<file path="src/rtl/cpu_pkg.sv">
// Shared types for the cpu_ctrl_seq control sequencer: FSM states,
// opcodes, ALU codes, instruction field positions and decoded controls.
package cpu_pkg;

  typedef enum logic [2:0] {
    S_FETCH,
    S_DECODE,
    S_EXEC,
    S_MEM,
    S_WB,
    S_HALT
  } state_e;

  localparam logic [3:0] OP_ADDI = 4'h8;
  localparam logic [3:0] OP_SLLI = 4'h9;
  localparam logic [3:0] OP_SRLI = 4'hA;
  localparam logic [3:0] OP_LW   = 4'hB;
  localparam logic [3:0] OP_SW   = 4'hC;
  localparam logic [3:0] OP_BEQ  = 4'hD;
  localparam logic [3:0] OP_ILL  = 4'hE;
  localparam logic [3:0] OP_HALT = 4'hF;

  localparam logic [2:0] ALU_ADD = 3'd0;
  localparam logic [2:0] ALU_SUB = 3'd1;
  localparam logic [2:0] ALU_SLL = 3'd5;
  localparam logic [2:0] ALU_SRL = 3'd6;

  localparam int OP_HI  = 15;
  localparam int OP_LO  = 12;
  localparam int RD_HI  = 11;
  localparam int RD_LO  = 9;
  localparam int RS1_HI = 8;
  localparam int RS1_LO = 6;
  localparam int RS2_HI = 5;
  localparam int RS2_LO = 3;

  typedef struct packed {
    logic       imm6;
    logic       imm3;
    logic [2:0] alu_op;
    logic [2:0] rs1;
    logic [2:0] rs2;
    logic [2:0] rd;
    logic       we;
    logic       load;
    logic       store;
    logic       branch;
    logic       halt;
  } ctrl_t;

  function automatic logic [15:0] sext6(input logic [5:0] v);
    return {{10{v[5]}}, v};
  endfunction

endpackage

</file>
<file path="src/rtl/cpu_ctrl_seq_if.sv">
// Memory-side bus of the sequencer: imem fetch handshake + pc,
// dmem request/write/ack. master = sequencer, slave = memories.
interface cpu_ctrl_seq_if;

  logic        imem_req;
  logic        imem_ack;
  logic [15:0] imem_rdata;
  logic [15:0] pc;
  logic        dmem_req;
  logic        dmem_we;
  logic        dmem_ack;

  modport master (
    output imem_req, pc, dmem_req, dmem_we,
    input  imem_ack, imem_rdata, dmem_ack
  );

  modport slave (
    input  imem_req, pc, dmem_req, dmem_we,
    output imem_ack, imem_rdata, dmem_ack
  );

endinterface

</file>
<file path="src/rtl/ctrl_decode.sv">
// Combinational instruction decoder: instr -> ctrl_t
// (imm selects, alu_op, rs1/rs2/rd, class flags).
module ctrl_decode
  import cpu_pkg::*;
(
  input  logic [15:0] instr,
  output ctrl_t       ctrl
);

  logic [3:0] op;

  assign op = instr[OP_HI:OP_LO];

  always_comb begin
    ctrl     = '0;
    ctrl.rs1 = instr[RS1_HI:RS1_LO];
    ctrl.rs2 = instr[RS2_HI:RS2_LO];
    ctrl.rd  = instr[RD_HI:RD_LO];
    unique case (1'b1)
      (op[3] == 1'b0): begin
        ctrl.alu_op = op[2:0];
        ctrl.we     = 1'b1;
      end
      (op == OP_ADDI): begin
        ctrl.imm6   = 1'b1;
        ctrl.alu_op = ALU_ADD;
        ctrl.we     = 1'b1;
      end
      (op == OP_SLLI): begin
        ctrl.imm3   = 1'b1;
        ctrl.alu_op = ALU_SLL;
        ctrl.we     = 1'b1;
      end
      (op == OP_SRLI): begin
        ctrl.imm3   = 1'b1;
        ctrl.alu_op = ALU_SRL;
        ctrl.we     = 1'b1;
      end
      (op == OP_LW): begin
        ctrl.imm6   = 1'b1;
        ctrl.alu_op = ALU_ADD;
        ctrl.we     = 1'b1;
        ctrl.load   = 1'b1;
      end
      (op == OP_SW): begin
        ctrl.imm6   = 1'b1;
        ctrl.alu_op = ALU_ADD;
        ctrl.store  = 1'b1;
        ctrl.rs2    = instr[RD_HI:RD_LO];
        ctrl.rd     = 3'd0;
      end
      (op == OP_BEQ): begin
        ctrl.alu_op = ALU_SUB;
        ctrl.branch = 1'b1;
        ctrl.rs2    = instr[RD_HI:RD_LO];
        ctrl.rd     = 3'd0;
      end
      (op == OP_ILL), (op == OP_HALT): begin
        ctrl.halt = 1'b1;
      end
      default: begin
        ctrl.halt = 1'b1;
      end
    endcase
  end

endmodule

</file>
<file path="src/rtl/cpu_ctrl_seq.sv">
// Multi-cycle control sequencer (FETCH/DECODE/EXEC/MEM/WB/HALT).
// Ports: clk, rst_n, mem (cpu_ctrl_seq_if.master: imem/dmem
// handshakes, pc), datapath controls imm_ctrl_6/imm_ctrl_3,
// imm_field, alu_op, alu_zero, rs1/rs2/rd_addr, rf_we, wb_sel_mem,
// halted. Macro CPU_CTRL_PERF_EN adds cycle_cnt/instret_cnt.
module cpu_ctrl_seq
  import cpu_pkg::*;
(
  input  logic              clk,
  input  logic              rst_n,
  cpu_ctrl_seq_if.master    mem,
  output logic              imm_ctrl_6,
  output logic              imm_ctrl_3,
  output logic [5:0]        imm_field,
  output logic [2:0]        alu_op,
  input  logic              alu_zero,
  output logic [2:0]        rs1_addr,
  output logic [2:0]        rs2_addr,
  output logic [2:0]        rd_addr,
  output logic              rf_we,
  output logic              wb_sel_mem,
  output logic              halted
`ifdef CPU_CTRL_PERF_EN
  ,
  output logic [31:0]       cycle_cnt,
  output logic [31:0]       instret_cnt
`endif
);

  state_e      state_q;
  state_e      state_d;
  ctrl_t       ctrl_q;
  ctrl_t       dec;
  logic [5:0]  imm_q;
  logic [15:0] pc_q;
  logic [15:0] pc_d;
  logic        retire;
  logic        latch;

  ctrl_decode u_dec (
    .instr (mem.imem_rdata),
    .ctrl  (dec)
  );

  // Controls are captured with the instruction word so they are
  // already stable during DECODE and stay put to the end.
  assign latch = (state_q == S_FETCH) && mem.imem_ack;

  always_ff @(posedge clk or negedge rst_n) begin
    if (!rst_n) begin
      state_q <= S_FETCH;
      ctrl_q  <= '0;
      imm_q   <= '0;
      pc_q    <= '0;
    end else begin
      state_q <= state_d;
      pc_q    <= pc_d;
      if (latch) begin
        ctrl_q <= dec;
        imm_q  <= mem.imem_rdata[5:0];
      end
    end
  end

  always_comb begin
    state_d = state_q;
    pc_d    = pc_q;
    retire  = 1'b0;
    unique case (state_q)
      S_FETCH: begin
        if (mem.imem_ack) state_d = S_DECODE;
      end
      S_DECODE: begin
        state_d = ctrl_q.halt ? S_HALT : S_EXEC;
      end
      S_EXEC: begin
        if (ctrl_q.branch) begin
          state_d = S_FETCH;
          retire  = 1'b1;
          pc_d    = alu_zero ?
                    pc_q + 16'd1 + sext6(imm_q) :
                    pc_q + 16'd1;
        end else if (ctrl_q.load || ctrl_q.store) begin
          state_d = S_MEM;
        end else begin
          state_d = S_WB;
        end
      end
      S_MEM: begin
        if (mem.dmem_ack) begin
          if (ctrl_q.load) begin
            state_d = S_WB;
          end else begin
            state_d = S_FETCH;
            retire  = 1'b1;
            pc_d    = pc_q + 16'd1;
          end
        end
      end
      S_WB: begin
        state_d = S_FETCH;
        retire  = 1'b1;
        pc_d    = pc_q + 16'd1;
      end
      S_HALT: begin
        state_d = S_HALT;
      end
      default: begin
        state_d = S_FETCH;
      end
    endcase
  end

  // rst_n gate keeps the fetch request low while reset is held.
  assign mem.imem_req = rst_n && (state_q == S_FETCH);
  assign mem.dmem_req = (state_q == S_MEM);
  assign mem.dmem_we  = (state_q == S_MEM) && ctrl_q.store;
  assign mem.pc       = pc_q;

  assign rf_we      = (state_q == S_WB) && ctrl_q.we &&
                      (ctrl_q.rd != 3'd0);
  assign halted     = (state_q == S_HALT);
  assign imm_ctrl_6 = ctrl_q.imm6;
  assign imm_ctrl_3 = ctrl_q.imm3;
  assign imm_field  = imm_q;
  assign alu_op     = ctrl_q.alu_op;
  assign rs1_addr   = ctrl_q.rs1;
  assign rs2_addr   = ctrl_q.rs2;
  assign rd_addr    = ctrl_q.rd;
  assign wb_sel_mem = ctrl_q.load;

`ifdef CPU_CTRL_PERF_EN
  always_ff @(posedge clk or negedge rst_n) begin
    if (!rst_n) begin
      cycle_cnt   <= '0;
      instret_cnt <= '0;
    end else begin
      if (state_q != S_HALT) cycle_cnt <= cycle_cnt + 32'd1;
      if (retire) instret_cnt <= instret_cnt + 32'd1;
    end
  end
`else
  logic unused_retire;
  assign unused_retire = retire;
`endif

endmodule

</file>
<file path="src/flat_wrapper.sv">
// flat-port wrapper written by rule: the top's interface ports become plain ports
module cpu_ctrl_seq_flat import cpu_pkg::*;
  (clk, rst_n, imm_ctrl_6, imm_ctrl_3, imm_field, alu_op, alu_zero, rs1_addr, rs2_addr, rd_addr, rf_we, wb_sel_mem, halted, mem_imem_req, mem_pc, mem_dmem_req, mem_dmem_we, mem_imem_ack, mem_imem_rdata, mem_dmem_ack);
  cpu_ctrl_seq_if mem_i ();
  input  logic clk;
  input  logic rst_n;
  output logic imm_ctrl_6;
  output logic imm_ctrl_3;
  output logic [5:0] imm_field;
  output logic [2:0] alu_op;
  input  logic alu_zero;
  output logic [2:0] rs1_addr;
  output logic [2:0] rs2_addr;
  output logic [2:0] rd_addr;
  output logic rf_we;
  output logic wb_sel_mem;
  output logic halted;
  output wire logic [$bits(mem_i.imem_req)-1:0] mem_imem_req;
  output wire logic [$bits(mem_i.pc)-1:0] mem_pc;
  output wire logic [$bits(mem_i.dmem_req)-1:0] mem_dmem_req;
  output wire logic [$bits(mem_i.dmem_we)-1:0] mem_dmem_we;
  input wire logic [$bits(mem_i.imem_ack)-1:0] mem_imem_ack;
  input wire logic [$bits(mem_i.imem_rdata)-1:0] mem_imem_rdata;
  input wire logic [$bits(mem_i.dmem_ack)-1:0] mem_dmem_ack;
  assign mem_imem_req = mem_i.imem_req;
  assign mem_pc = mem_i.pc;
  assign mem_dmem_req = mem_i.dmem_req;
  assign mem_dmem_we = mem_i.dmem_we;
  assign mem_i.imem_ack = mem_imem_ack;
  assign mem_i.imem_rdata = mem_imem_rdata;
  assign mem_i.dmem_ack = mem_dmem_ack;
  cpu_ctrl_seq u_core (.clk(clk), .rst_n(rst_n), .mem(mem_i), .imm_ctrl_6(imm_ctrl_6), .imm_ctrl_3(imm_ctrl_3), .imm_field(imm_field), .alu_op(alu_op), .alu_zero(alu_zero), .rs1_addr(rs1_addr), .rs2_addr(rs2_addr), .rd_addr(rd_addr), .rf_we(rf_we), .wb_sel_mem(wb_sel_mem), .halted(halted));
endmodule
</file>
<file path="config.mk">
export PLATFORM = sky130hd
export DESIGN_NAME = cpu_ctrl_seq_flat
export DESIGN_NICKNAME = d
export VERILOG_FILES = /design/src/rtl/cpu_pkg.sv /design/src/rtl/cpu_ctrl_seq_if.sv /design/src/rtl/ctrl_decode.sv /design/src/rtl/cpu_ctrl_seq.sv /design/src/flat_wrapper.sv
export SDC_FILE = /design/constraint.sdc
export NUM_CORES = 1
export LEC_CHECK = 0
export BUFFER_PORTS_ARGS = -buffer_cell sky130_fd_sc_hd__buf_2
export CORE_ASPECT_RATIO = 2
export CORE_MARGIN = 2
export CORE_UTILIZATION = 42
export DETAILED_ROUTE_END_ITERATION = 12
export SYNTH_ARGS = -nofsm -noshare
export SYNTH_HDL_FRONTEND = slang
export SYNTH_SLANG_ARGS = --single-unit
</file>
<file path="constraint.sdc">
create_clock -name clk -period 3.55 [get_ports clk]
set_clock_uncertainty 0.05 [all_clocks]
set_input_delay 0.1775 -clock clk [delete_from_list [all_inputs] [get_ports clk]]
set_output_delay 0.1775 -clock clk [all_outputs]
set_load 0.02 [all_outputs]
</file>
# Yosys cells after proc, flatten, opt, wreduce, memory -nomap -nowiden
# Index checks and enable logic that the tools add are counted.
# op_classes
muxes,21
addsub,2
eq_ne,15
reduce_logical,16
bitwise,1
# ops
cell,count
$mux W16,4
$pmux W16 S3,1
$eq A4 B4 Y1 const B,6
$mux W3,6
$add A16 B1 Y16 const B,1
$add A16 B16 Y16,1
$pmux W3 S5,1
$pmux W3 S4,1
$mux W1,7
$reduce_or A7 Y1,1
$eq A3 B2 Y1 const B,2
$eq A3 B3 Y1 const B,2
$mux W6,1
$reduce_bool A3 Y1,2
$logic_and A1 B1 Y1,5
$reduce_or A5 Y1,1
$ne A2 B1 Y1 const B,2
$ne A2 B2 Y1 const B,2
$reduce_and A4 Y1,1
$reduce_or A2 Y1,2
$eq A3 B1 Y1 const B,1
$logic_not A3 Y1,1
$reduce_or A3 Y1,1
$reduce_and A2 Y1,1
other kinds (2),2
# word_totals
output_inout_bits,42
elab_cells,69
regBits,44
in_bits,21

# Logic depth before layout (Yosys ltp)
# Gate-level depths: netlist of run 1.
# depth
word_depth,5
ltp_mapped,13

# Modules after synthesis
# A second synthesis of run 1 with hierarchy kept.
# unflattened
cells_unflattened,368
hier_area_um2,3303.2
# by_module_without_submodules
module,cells_per_inst,instances,seq_area_each_um2,area_each_um2
cpu_ctrl_seq,339,1,1101.1,3093.0
ctrl_decode,29,1,0.0,210.2

# Worst setup path after synthesis of run 1
# Ideal clock, no wire load.
# synth_path
kind,reg-to-reg
start,"register u_core.pc_q[0], in the netlist u_core.mem.pc[0]"
end,"register u_core.pc_q[15], in the netlist u_core.mem.pc[15]"
arrival_ps,2878
t_required_ps,3363
synth_period_minus_slack_ps,3066
path_slack_ps,484
path_buffers,0
stages_incl_launch_ff,14
setup_time_ps,137
path_cell_list,dfrtp_1 > ha_1 > nand3_1 > nor3_1 > nand2_1 > xnor2_1 > ha_1 > nand2_1 > a311oi_1 > nand2_1 > o21ai_0 > a21oi_1 > nor4b_2 > nand4_1
# synth_between
elab_chain_len,5
# synth_rtl
item,line_no,text
from (decl),cpu_ctrl_seq.sv:35,logic [15:0] pc_q;
from (signal assigned),cpu_ctrl_seq.sv:57,pc_q <= pc_d;
$add A16 B1 Y16 (*),n/a,
$add A16 B16 Y16,cpu_ctrl_seq.sv:81,pc_q + 16'd1 + sext6(imm_q) :
$mux W16,cpu_ctrl_seq.sv:80,pc_d = alu_zero ?
$mux W16,cpu_ctrl_seq.sv:77,if (ctrl_q.branch) begin
$pmux W16 S3 (*),cpu_ctrl_seq.sv:69,unique case (state_q)
# Mark *: on every way between the ends. The rest lies on a longest branch, timed or not. The select of a mux whose other input is x is not followed.
# A chain may end at the register's enable or synchronous reset.

# Worst setup path in the final report of run 1
# Same ends and word-level chain as after synthesis.

==> flow_summary.html, run 1 <==
<table>
<tr><th>Metric</th><th>Value</th></tr>
<tr><th colspan="2">Timing</th></tr>
<tr><td>Final total negative setup slack</td><td>0 ps</td></tr>
<tr><td>FMAX</td><td>0.302 GHz</td></tr>
<tr><td>RSZ-0062 raised after global routing</td><td>false</td></tr>
<tr><td>Setup-violating endpoint count in the final report</td><td>0</td></tr>
<tr><td>Pins over their slew limit</td><td>0</td></tr>
<tr><td>Period minus WS final</td><td>3310 ps</td></tr>
<tr><td>Tightest slew margin relative to the limit</td><td>26.5%</td></tr>
<tr><td>Final Hold Violating Endpoints</td><td>0</td></tr>
<tr><td>Worst-Margin Slew</td><td>1100 ps</td></tr>
<tr><td>Part of the cycle the worst path needs</td><td>93.3%</td></tr>
<tr><th colspan="2">Global route</th></tr>
<tr><td>Global-route wire length before repair</td><td>13,400 um</td></tr>
<tr><td>Total GRT Usage</td><td>20.3%</td></tr>
<tr><td>Number of global-route vias before repair</td><td>2,880</td></tr>
<tr><td>Maximum number of pins on one net before global-route repair</td><td>46</td></tr>
<tr><td>Number of antenna violations at the first check in global routing</td><td>0</td></tr>
<tr><td>Grt total ovfl</td><td>0</td></tr>
<tr><th colspan="2">Setup path</th></tr>
<tr><td>CP Data Required Time</td><td>3660 ps</td></tr>
<tr><td>Crit path cell chain</td><td>ha_1 -&gt; and3_1 -&gt; and3_1 -&gt; and3_1 -&gt; xor2_1 -&gt; ha_1 -&gt; a21oi_2 -&gt; o211ai_1 -&gt; o21ai_0 -&gt; o21ai_0 -&gt; buf_4 -&gt; a21boi_0 -&gt; nor4b_2 -&gt; nand4_1</td></tr>
<tr><td>Register-to-register setup slack</td><td>240 ps</td></tr>
<tr><td>Critical path capture point type</td><td>register</td></tr>
<tr><td>Sum of buffers and inverters on the critical path</td><td>1</td></tr>
<tr><td>Most common cell on crit path</td><td>sky130_fd_sc_hd__and3_1</td></tr>
<tr><td>Critical path's largest stage delay</td><td>450 ps</td></tr>
<tr><td>Worst Path Arrival</td><td>3420 ps</td></tr>
<tr><td>Type of the setup path with the least slack</td><td>reg2reg</td></tr>
<tr><td>Critical path's slowest cell</td><td>sky130_fd_sc_hd__dfrtp_2</td></tr>
<tr><td>Largest fanout on the critical path</td><td>7</td></tr>
<tr><td>Family with the most delay on the worst path</td><td>simple AND/OR/NAND/NOR gates</td></tr>
<tr><td>Kind of start point of the critical path</td><td>register</td></tr>
<tr><th colspan="2">Synthesis</th></tr>
<tr><td>Part of the Yosys area used for sequential elements</td><td>33.4%</td></tr>
<tr><td>Synthesis-stage register bit count</td><td>44</td></tr>
<tr><td>Number of cells produced by synthesis</td><td>396</td></tr>
<tr><td>Synth Area in Compound Gates</td><td>17.9%</td></tr>
<tr><td>YS warnings</td><td>0</td></tr>
<tr><td>Async S/R FF share, synth</td><td>100%</td></tr>
<tr><td>Average instance area after synthesis</td><td>8.34 um2</td></tr>
<tr><td>Syn Std Cell Area</td><td>3300 um2</td></tr>
<tr><td>Synth Area in XOR/XNOR</td><td>6.63%</td></tr>
<tr><td>Post-synth top area share</td><td>33.4%</td></tr>
<tr><td>Area fraction in and, or, nand and nor cells after synthesis</td><td>22.4%</td></tr>
<tr><td>Most used flip-flop cell after synthesis</td><td>sky130_fd_sc_hd__dfrtp_1</td></tr>
<tr><td>Synth Area in Adders</td><td>8.19%</td></tr>
<tr><td>Proportion of synthesized area in mux cells</td><td>5.31%</td></tr>
<tr><td>Cell type with the largest total area after synthesis</td><td>sky130_fd_sc_hd__dfrtp_1</td></tr>
<tr><td>Main area contributors after synthesis</td><td>sky130_fd_sc_hd__dfrtp_1 (33%), sky130_fd_sc_hd__ha_1 (7.6%), sky130_fd_sc_hd__o21ai_0 (6.7%), sky130_fd_sc_hd__nand2_1 (6.5%), sky130_fd_sc_hd__a21oi_1 (4.7%)</td></tr>
<tr><td>Largest family of logic cells by synthesized area</td><td>simple AND/OR/NAND/NOR gates</td></tr>
<tr><td>Post-synth EDFFs</td><td>0</td></tr>
<tr><td>Number of library cell types mapped by synthesis</td><td>57</td></tr>
<tr><td>Nets in the synthesized netlist</td><td>438</td></tr>
<tr><th colspan="2">Floorplan</th></tr>
<tr><td>Height of the die</td><td>129 um</td></tr>
<tr><td>Starting density of the core</td><td>43.4%</td></tr>
<tr><td>Number of ports placed on the die boundary</td><td>63</td></tr>
<tr><td>Floorplan core area</td><td>7600 um2</td></tr>
<tr><td>Site Rows</td><td>45</td></tr>
<tr><td>Chip width</td><td>66.7 um</td></tr>
<tr><td>DIE AREA</td><td>8630 um2</td></tr>
<tr><th colspan="2">Detailed routing</th></tr>
<tr><td>Routed wire length</td><td>8210 um</td></tr>
<tr><td>Routed length per instance</td><td>15.3 um</td></tr>
<tr><td>Antenna-violating nets left</td><td>0</td></tr>
<tr><td>Starting DRT DRC Count</td><td>149</td></tr>
<tr><td>Ratio of routed vias to standard cells</td><td>5.51</td></tr>
<tr><td>Number of detailed-route iterations in the first pass</td><td>4</td></tr>
<tr><td>Vias post-DR</td><td>2,965</td></tr>
<tr><td>DR DRC count</td><td>0</td></tr>
<tr><th colspan="2">Clock tree</th></tr>
<tr><td>Clock slew seen by the registers of the worst setup and hold paths</td><td>60 ps</td></tr>
<tr><td>CTS Root Buffer Type</td><td>sky130_fd_sc_hd__clkbuf_16</td></tr>
<tr><td>Clock tree from TritonCTS</td><td>built</td></tr>
<tr><td>CTS H-Tree Depth</td><td>2</td></tr>
<tr><td>Maximum clock insertion buffer count</td><td>2</td></tr>
<tr><td>Sinks on Clock Net</td><td>44</td></tr>
<tr><td>Clock latency of the later-clocked register in the worst-skew pair</td><td>290 ps</td></tr>
<tr><td>Number of buffers inserted during clock tree synthesis</td><td>5</td></tr>
<tr><th colspan="2">Finish</th></tr>
<tr><td>Filler cell count</td><td>782</td></tr>
<tr><td>Count of inserted antenna diode cells</td><td>0</td></tr>
<tr><td>Post-synthesis to final-layout area growth</td><td>14.9%</td></tr>
<tr><td>Share of layout cells above drive strength 1</td><td>23.4%</td></tr>
<tr><td>Combined area of the multi-input logic cells</td><td>2010 um2</td></tr>
<tr><td>Final core occ</td><td>49.9%</td></tr>
<tr><td>Final net count</td><td>486</td></tr>
<tr><td>Seq. cell area</td><td>1100 um2</td></tr>
<tr><th colspan="2">Power</th></tr>
<tr><td>Comb pwr share</td><td>65.4%</td></tr>
<tr><td>Cell internal pwr</td><td>2.14 mW</td></tr>
<tr><td>Net Switching</td><td>2.15 mW</td></tr>
<tr><td>Clock share of power</td><td>10.6%</td></tr>
<tr><td>Switching Fraction</td><td>50.1%</td></tr>
<tr><td>Part of the power in registers</td><td>23.9%</td></tr>
<tr><td>Maximum resistive drop on vdd</td><td>448 uV</td></tr>
<tr><td>Areal power density over the cells</td><td>1130 nW/um2</td></tr>
<tr><td>Leakage power of the design</td><td>1.77 nW</td></tr>
<tr><th colspan="2">Worst hold path</th></tr>
<tr><td>Type of the tightest min-delay check</td><td>in2reg</td></tr>
<tr><th colspan="2">Placement</th></tr>
<tr><td>Routability-driven placement congestion ratio</td><td>0.968</td></tr>
<tr><td>Hpwl dp</td><td>6340 um</td></tr>
<tr><td>Count of port buffers added during placement</td><td>62</td></tr>
<tr><th colspan="2">Outcome</th></tr>
<tr><td>Outcome</td><td>completed</td></tr>
<tr><th colspan="2">Run</th></tr>
<tr><td>Max_cap viols</td><td>0</td></tr>
</table>
metal layers:
layer | up-vias | track usage [%] | wire length, um
met5 | - | 0 | 0
met4 | 0 | 8.40 | 246
met3 | 15 | 2.86 | 228
met2 | 54 | 39.2 | 4680
met1 | 1417 | 20.9 | 3060
li1 | 1479 | - | -
kinds of logic (layout without fill, tap and decap cells):
logic type      Yosys count  after routing
simple gates            147            147
compound gates          103            103
flops                    44             44
buf+inv                  40             88
xor+xnor                 25             25
fa+ha+maj                21             21
mux                      16             16
flip-flops by register name, indices dropped and copies added, names as in the netlist:
signal and count:
u_core.mem.pc 16, u_core.ctrl_q 4, u_core.rs2_addr 3, u_core.imm_field 6
u_core.rs1_addr 3, u_core.rd_addr 3, u_core.state_q 3, u_core.imm_ctrl_3 1
u_core.imm_ctrl_6 1, u_core.alu_op 3, u_core.wb_sel_mem 1
stage by stage:
step	hold slack [ps]	total power, mW	worst slack [ps]	instances	instance area (um2)
floorplan	-168	3.11	484	396	3300
global placement	263	3.77	268	530	3620
detailed placement	265	3.80	166	530	3620
CTS	68.3	4.28	150	538	3770
global route	63.2	4.65	31.2	538	3790
finish	69.8	4.28	238	538	3790
path summary, 6_finish.rpt:
check / start / end / cells past startpoint
worst max-delay path: u_core.mem.pc[0]$_DFFE_PN0P_ / u_core.mem.pc[15]$_DFFE_PN0P_ / 14
worst min-delay path: mem_imem_rdata[0] / u_core.imm_field[0]$_DFFE_PN0P_ / 2
worst max register to register: u_core.mem.pc[0]$_DFFE_PN0P_ / u_core.mem.pc[15]$_DFFE_PN0P_ / 14
worst min register to register: u_core.alu_op[1]$_DFFE_PN0P_ / u_core.alu_op[1]$_DFFE_PN0P_ / 2
max in group asynchronous: rst_n / u_core.mem.pc[0]$_DFFE_PN0P_ / 3
min in group asynchronous: rst_n / u_core.alu_op[1]$_DFFE_PN0P_ / 3
cell usage in the layout (no fill, tap or decap), types with 12 or more instances in the layout:
master and count:
sky130_fd_sc_hd__xor2_1 12, sky130_fd_sc_hd__ha_1 20, sky130_fd_sc_hd__dfrtp_1 43, sky130_fd_sc_hd__mux2_2 12, sky130_fd_sc_hd__buf_2 62, sky130_fd_sc_hd__nor2_1 27, sky130_fd_sc_hd__o21ai_0 44, sky130_fd_sc_hd__a21oi_1 30
sky130_fd_sc_hd__xnor2_1 13, sky130_fd_sc_hd__nand2_1 57
Yosys cell counts (all sizes together) (2+ instances only):
cell type and n:
nand4 5, a31oi 3, o31ai 2, a22oi 2, nor3b 3, nor2 27, nor2b 3, nand2 57
o211ai 2, o22ai 4, or3 2, nand3b 2, clkbuf 14, mux2 12, ha 20, xor2 12
nor4b 2, a221o 2, buf 17, inv 9, and3 10, a21oi 31, and2 3, nor3 11
nand2b 3, o21a 2, a21boi 2, nand3 13, mux2i 4, dfrtp 44, xnor2 13, o21ai 45
cell type report:
class	count	share of cell area, %
clock buffer	5	3.30
clock inverter	2	0.330
inverter	9	0.891
multi-input combinational	312	53.1
sequential	44	29.1
tap	94	3.10
timing repair buffer	72	10.2
power by group through the flow:
| stage | clock [mW] | sequential (mW) | combinational, mW |
|---|---|---|---|
| 6_report | 0.454 | 1.03 | 2.80 |
| 5_1_grt | 0.478 | 1.07 | 3.10 |
| 4_1_cts | 0.462 | 1.03 | 2.79 |
| 3_5_place_dp | 0 | 1.03 | 2.77 |
| 3_3_place_gp | 0 | 1.02 | 2.75 |
| 2_1_floorplan | 0 | 1.11 | 2.00 |
timing repair:
action	in CTS	in global routing
hold buffers	1	0
hold endpoints to repair	44	0
resized for setup	0	5
setup buffers	0	0
setup endpoints to repair	0	1
Note: power is estimated with default switching activity, not from simulation.
==> inputs of run 2 (changes only) <==
==> constraint.sdc (replaced) <==
create_clock -name clk -period 3.55 [get_ports clk]
set_clock_uncertainty 0.05 [all_clocks]
set_input_delay 0.71 -clock clk [delete_from_list [all_inputs] [get_ports clk]]
set_output_delay 0.71 -clock clk [all_outputs]
set_load 0.02 [all_outputs]
==> run 2 against run 1 <==
  * Via count grew 0.37%
  * Critical endpoint unchanged
  * Combinational power about the same
  * Sequential power about the same
  * Worst setup slack worse by 10 ps
  * Non-clock buffer count unchanged
  * Critical path depth unchanged
  * Highest routed layer unchanged
  * Hold slack better by 360 ps
  * Utilization rose by 0.26 points
  * Flip-flop and latch count is the same
  * First-iteration DRC count increased by 23%
==> flow_summary.html, run 2 (synthesized netlist as in run 1, its figures left out) <==
<table>
<tr><th>Metric</th><th>Value</th></tr>
<tr><th colspan="2">Clock tree</th></tr>
<tr><td>Clock slew seen by the registers of the worst setup and hold paths</td><td>70 ps</td></tr>
<tr><td>Clock tree from TritonCTS</td><td>built</td></tr>
<tr><td>Number of buffers inserted during clock tree synthesis</td><td>5</td></tr>
<tr><td>Maximum clock insertion buffer count</td><td>2</td></tr>
<tr><td>Clock latency of the later-clocked register in the worst-skew pair</td><td>290 ps</td></tr>
<tr><td>Sinks on Clock Net</td><td>44</td></tr>
<tr><td>CTS Root Buffer Type</td><td>sky130_fd_sc_hd__clkbuf_16</td></tr>
<tr><td>CTS H-Tree Depth</td><td>2</td></tr>
<tr><th colspan="2">Worst hold path</th></tr>
<tr><td>Type of the tightest min-delay check</td><td>reg2reg</td></tr>
<tr><td>Cell depth of the worst min-delay path</td><td>2</td></tr>
<tr><td>Hold path startpoint</td><td>u_core.alu_op[1]$_DFFE_PN0P_</td></tr>
<tr><td>Worst Hold Path EP</td><td>u_core.alu_op[1]$_DFFE_PN0P_</td></tr>
<tr><th colspan="2">Finish</th></tr>
<tr><td>Count of inserted antenna diode cells</td><td>0</td></tr>
<tr><td>Share of layout cells above drive strength 1</td><td>22.9%</td></tr>
<tr><td>Post-synthesis to final-layout area growth</td><td>15.5%</td></tr>
<tr><td>Combined area of the multi-input logic cells</td><td>2000 um2</td></tr>
<tr><td>Leading cell type in the layout, fill and taps excluded</td><td>sky130_fd_sc_hd__buf_2</td></tr>
<tr><td>Final net count</td><td>486</td></tr>
<tr><td>Highest-count cells in the layout ignoring fill and taps</td><td>sky130_fd_sc_hd__buf_2 (62), sky130_fd_sc_hd__nand2_1 (57), sky130_fd_sc_hd__o21ai_0 (44), sky130_fd_sc_hd__dfrtp_1 (44), sky130_fd_sc_hd__a21oi_1 (31)</td></tr>
<tr><td>Largest register FFs</td><td>16</td></tr>
<tr><td>Total non-filler cell area in the finished layout</td><td>3810 um2</td></tr>
<tr><td>Filler cell count</td><td>786</td></tr>
<tr><td>Seq. cell area</td><td>1100 um2</td></tr>
<tr><th colspan="2">Floorplan</th></tr>
<tr><td>Number of ports placed on the die boundary</td><td>63</td></tr>
<tr><td>Height of the die</td><td>129 um</td></tr>
<tr><td>Chip width</td><td>66.7 um</td></tr>
<tr><td>Starting density of the core</td><td>43.4%</td></tr>
<tr><td>Floorplan core area</td><td>7600 um2</td></tr>
<tr><td>Site Rows</td><td>45</td></tr>
<tr><td>DIE AREA</td><td>8630 um2</td></tr>
<tr><th colspan="2">Setup path</th></tr>
<tr><td>CP Data Required Time</td><td>3660 ps</td></tr>
<tr><td>Reg-to-reg critical path endpoint</td><td>u_core.mem.pc[15]$_DFFE_PN0P_</td></tr>
<tr><td>Worst Path Arrival</td><td>3430 ps</td></tr>
<tr><td>Critical path capture point type</td><td>register</td></tr>
<tr><td>Largest fanout on the critical path</td><td>7</td></tr>
<tr><td>Worst Reg2Reg Path Length in Cells</td><td>14</td></tr>
<tr><td>RR Startpoint</td><td>u_core.mem.pc[0]$_DFFE_PN0P_</td></tr>
<tr><td>Type of the setup path with the least slack</td><td>reg2reg</td></tr>
<tr><td>Register-to-register setup slack</td><td>230 ps</td></tr>
<tr><td>Kind of start point of the critical path</td><td>register</td></tr>
<tr><th colspan="2">Placement</th></tr>
<tr><td>Dpl cell area</td><td>3630 um2</td></tr>
<tr><td>Hpwl dp</td><td>6470 um</td></tr>
<tr><td>Count of port buffers added during placement</td><td>62</td></tr>
<tr><td>Routability-driven placement congestion ratio</td><td>0.969</td></tr>
<tr><th colspan="2">Detailed routing</th></tr>
<tr><td>Antenna-violating nets left</td><td>0</td></tr>
<tr><td>Vias post-DR</td><td>2,976</td></tr>
<tr><td>Routed wire length</td><td>8350 um</td></tr>
<tr><td>Routed length per instance</td><td>15.5 um</td></tr>
<tr><td>Number of detailed-route iterations in the first pass</td><td>4</td></tr>
<tr><td>Starting DRT DRC Count</td><td>184</td></tr>
<tr><td>Ratio of routed vias to standard cells</td><td>5.52</td></tr>
<tr><td>DR DRC count</td><td>0</td></tr>
<tr><th colspan="2">Power</th></tr>
<tr><td>Cell internal pwr</td><td>2.23 mW</td></tr>
<tr><td>Comb pwr share</td><td>64.5%</td></tr>
<tr><td>Clock share of power</td><td>12.7%</td></tr>
<tr><td>Areal power density over the cells</td><td>1150 nW/um2</td></tr>
<tr><td>Net Switching</td><td>2.14 mW</td></tr>
<tr><td>Leakage power of the design</td><td>1.79 nW</td></tr>
<tr><td>Maximum resistive drop on vdd</td><td>536 uV</td></tr>
<tr><td>Part of the power in registers</td><td>22.8%</td></tr>
<tr><td>Switching Fraction</td><td>48.9%</td></tr>
<tr><th colspan="2">Global route</th></tr>
<tr><td>Global-route wire length before repair</td><td>13,400 um</td></tr>
<tr><td>Number of antenna violations at the first check in global routing</td><td>0</td></tr>
<tr><td>Total GRT Usage</td><td>20.5%</td></tr>
<tr><td>Number of global-route vias before repair</td><td>2,804</td></tr>
<tr><td>Maximum number of pins on one net before global-route repair</td><td>45</td></tr>
<tr><td>Grt total ovfl</td><td>0</td></tr>
<tr><th colspan="2">Timing</th></tr>
<tr><td>Worst-Margin Slew</td><td>1090 ps</td></tr>
<tr><td>Period minus WS final</td><td>3320 ps</td></tr>
<tr><td>Final Hold Violating Endpoints</td><td>0</td></tr>
<tr><td>Tightest slew margin relative to the limit</td><td>27.3%</td></tr>
<tr><td>FMAX</td><td>0.301 GHz</td></tr>
<tr><td>Final Hold Slack</td><td>426 ps</td></tr>
<tr><td>Final total negative setup slack</td><td>0 ps</td></tr>
<tr><td>Pins over their slew limit</td><td>0</td></tr>
<tr><td>Part of the cycle the worst path needs</td><td>93.6%</td></tr>
<tr><td>RSZ-0062 raised after global routing</td><td>false</td></tr>
<tr><td>Setup-violating endpoint count in the final report</td><td>0</td></tr>
<tr><th colspan="2">Outcome</th></tr>
<tr><td>Outcome</td><td>completed</td></tr>
<tr><th colspan="2">Run</th></tr>
<tr><td>Max_cap viols</td><td>0</td></tr>
</table>
-- run 2: cell types whose count changed in the layout (fill, tap and decap cells not counted), sizes merged --
cell,before,now
buf,71,72
clkbuf,5,6
dlygate4sd3,1,0
bufinv,0,1
clkinvlp,1,0
-- run 2: layout make-up --
cell class / count / area share (%)
Multi-Input combinational cell: 312 / 52.4
Clock buffer: 6 / 3.64
Inverter: 9 / 0.886
Tap cell: 94 / 3.08
Sequential cell: 44 / 28.9
Timing Repair Buffer: 72 / 10.1
Clock inverter: 2 / 1.02
-- run 2: timing repair --
action / in CTS / in global routing
endpoints found under the setup margin: 0 / 1
buffers inserted: 0 / 0
resized for setup: 0 / 1
hold buffers: 0 / 0
-- run 2: worst max-delay path by stage --
stage / start / end / slack [ps]
2_1_floorplan: u_core.mem.pc[0]$_DFFE_PN0P_ / u_core.mem.pc[15]$_DFFE_PN0P_ / 480
3_3_place_gp: u_core.mem.pc[0]$_DFFE_PN0P_ / u_core.mem.pc[15]$_DFFE_PN0P_ / 280
3_5_place_dp: u_core.mem.pc[0]$_DFFE_PN0P_ / u_core.mem.pc[15]$_DFFE_PN0P_ / 200
4_1_cts: u_core.mem.pc[0]$_DFFE_PN0P_ / u_core.mem.pc[15]$_DFFE_PN0P_ / 180
5_1_grt: u_core.mem.pc[0]$_DFFE_PN0P_ / u_core.mem.pc[15]$_DFFE_PN0P_ / 10
6_report: u_core.mem.pc[0]$_DFFE_PN0P_ / u_core.mem.pc[15]$_DFFE_PN0P_ / 230
-- run 2: worst max-delay path, stage by stage, from the launching register on --
cell                       delay (ps)
sky130_fd_sc_hd__dfrtp_1          450
sky130_fd_sc_hd__ha_1             270
sky130_fd_sc_hd__and3_1           210
sky130_fd_sc_hd__and3_1           220
sky130_fd_sc_hd__and3_1           220
sky130_fd_sc_hd__xor2_1           150
sky130_fd_sc_hd__ha_1             360
sky130_fd_sc_hd__a21oi_1          220
sky130_fd_sc_hd__o211ai_1         110
sky130_fd_sc_hd__o21ai_0          160
sky130_fd_sc_hd__o21ai_0          130
sky130_fd_sc_hd__buf_4            170
sky130_fd_sc_hd__a21boi_0         120
sky130_fd_sc_hd__nor4b_2          250
sky130_fd_sc_hd__nand4_1          100
-- run 2: power by group through the flow --
stage / logic, mW / clock network [mW] / registers (mW)
global placement: 2.78 / 0 / 1.00
finish: 2.82 / 0.555 / 0.998
detailed placement: 2.82 / 0 / 1.01
floorplan: 2.00 / 0 / 1.11
CTS: 2.84 / 0.570 / 1.00
global route: 3.11 / 0.591 / 1.05
-- run 2: stage by stage --
stage                     std cells  util (%)  power (mW)  setup WS (ps)
final                           539      50.2        4.37            228
after global routing            539      50.2        4.75           11.3
after CTS                       539      50.1        4.41            178
after detailed placement        531      47.8        3.83            198
after global placement          531      47.8        3.78            281
after floorplan                 396         -        3.11            484
-- run 2: layer usage --
| layer | wire [um] | part of all wire [%] | global-route usage [%] | up-vias |
|---|---|---|---|---|
| met2 | 4780 | 57 | 39.1 | 68 |
| met3 | 233 | 2.8 | 2.95 | 14 |
| li1 | - | - | - | 1483 |
| met5 | 0 | 0 | 0 | - |
| met4 | 223 | 2.7 | 8.76 | 0 |
| met1 | 3110 | 37 | 21.5 | 1411 |
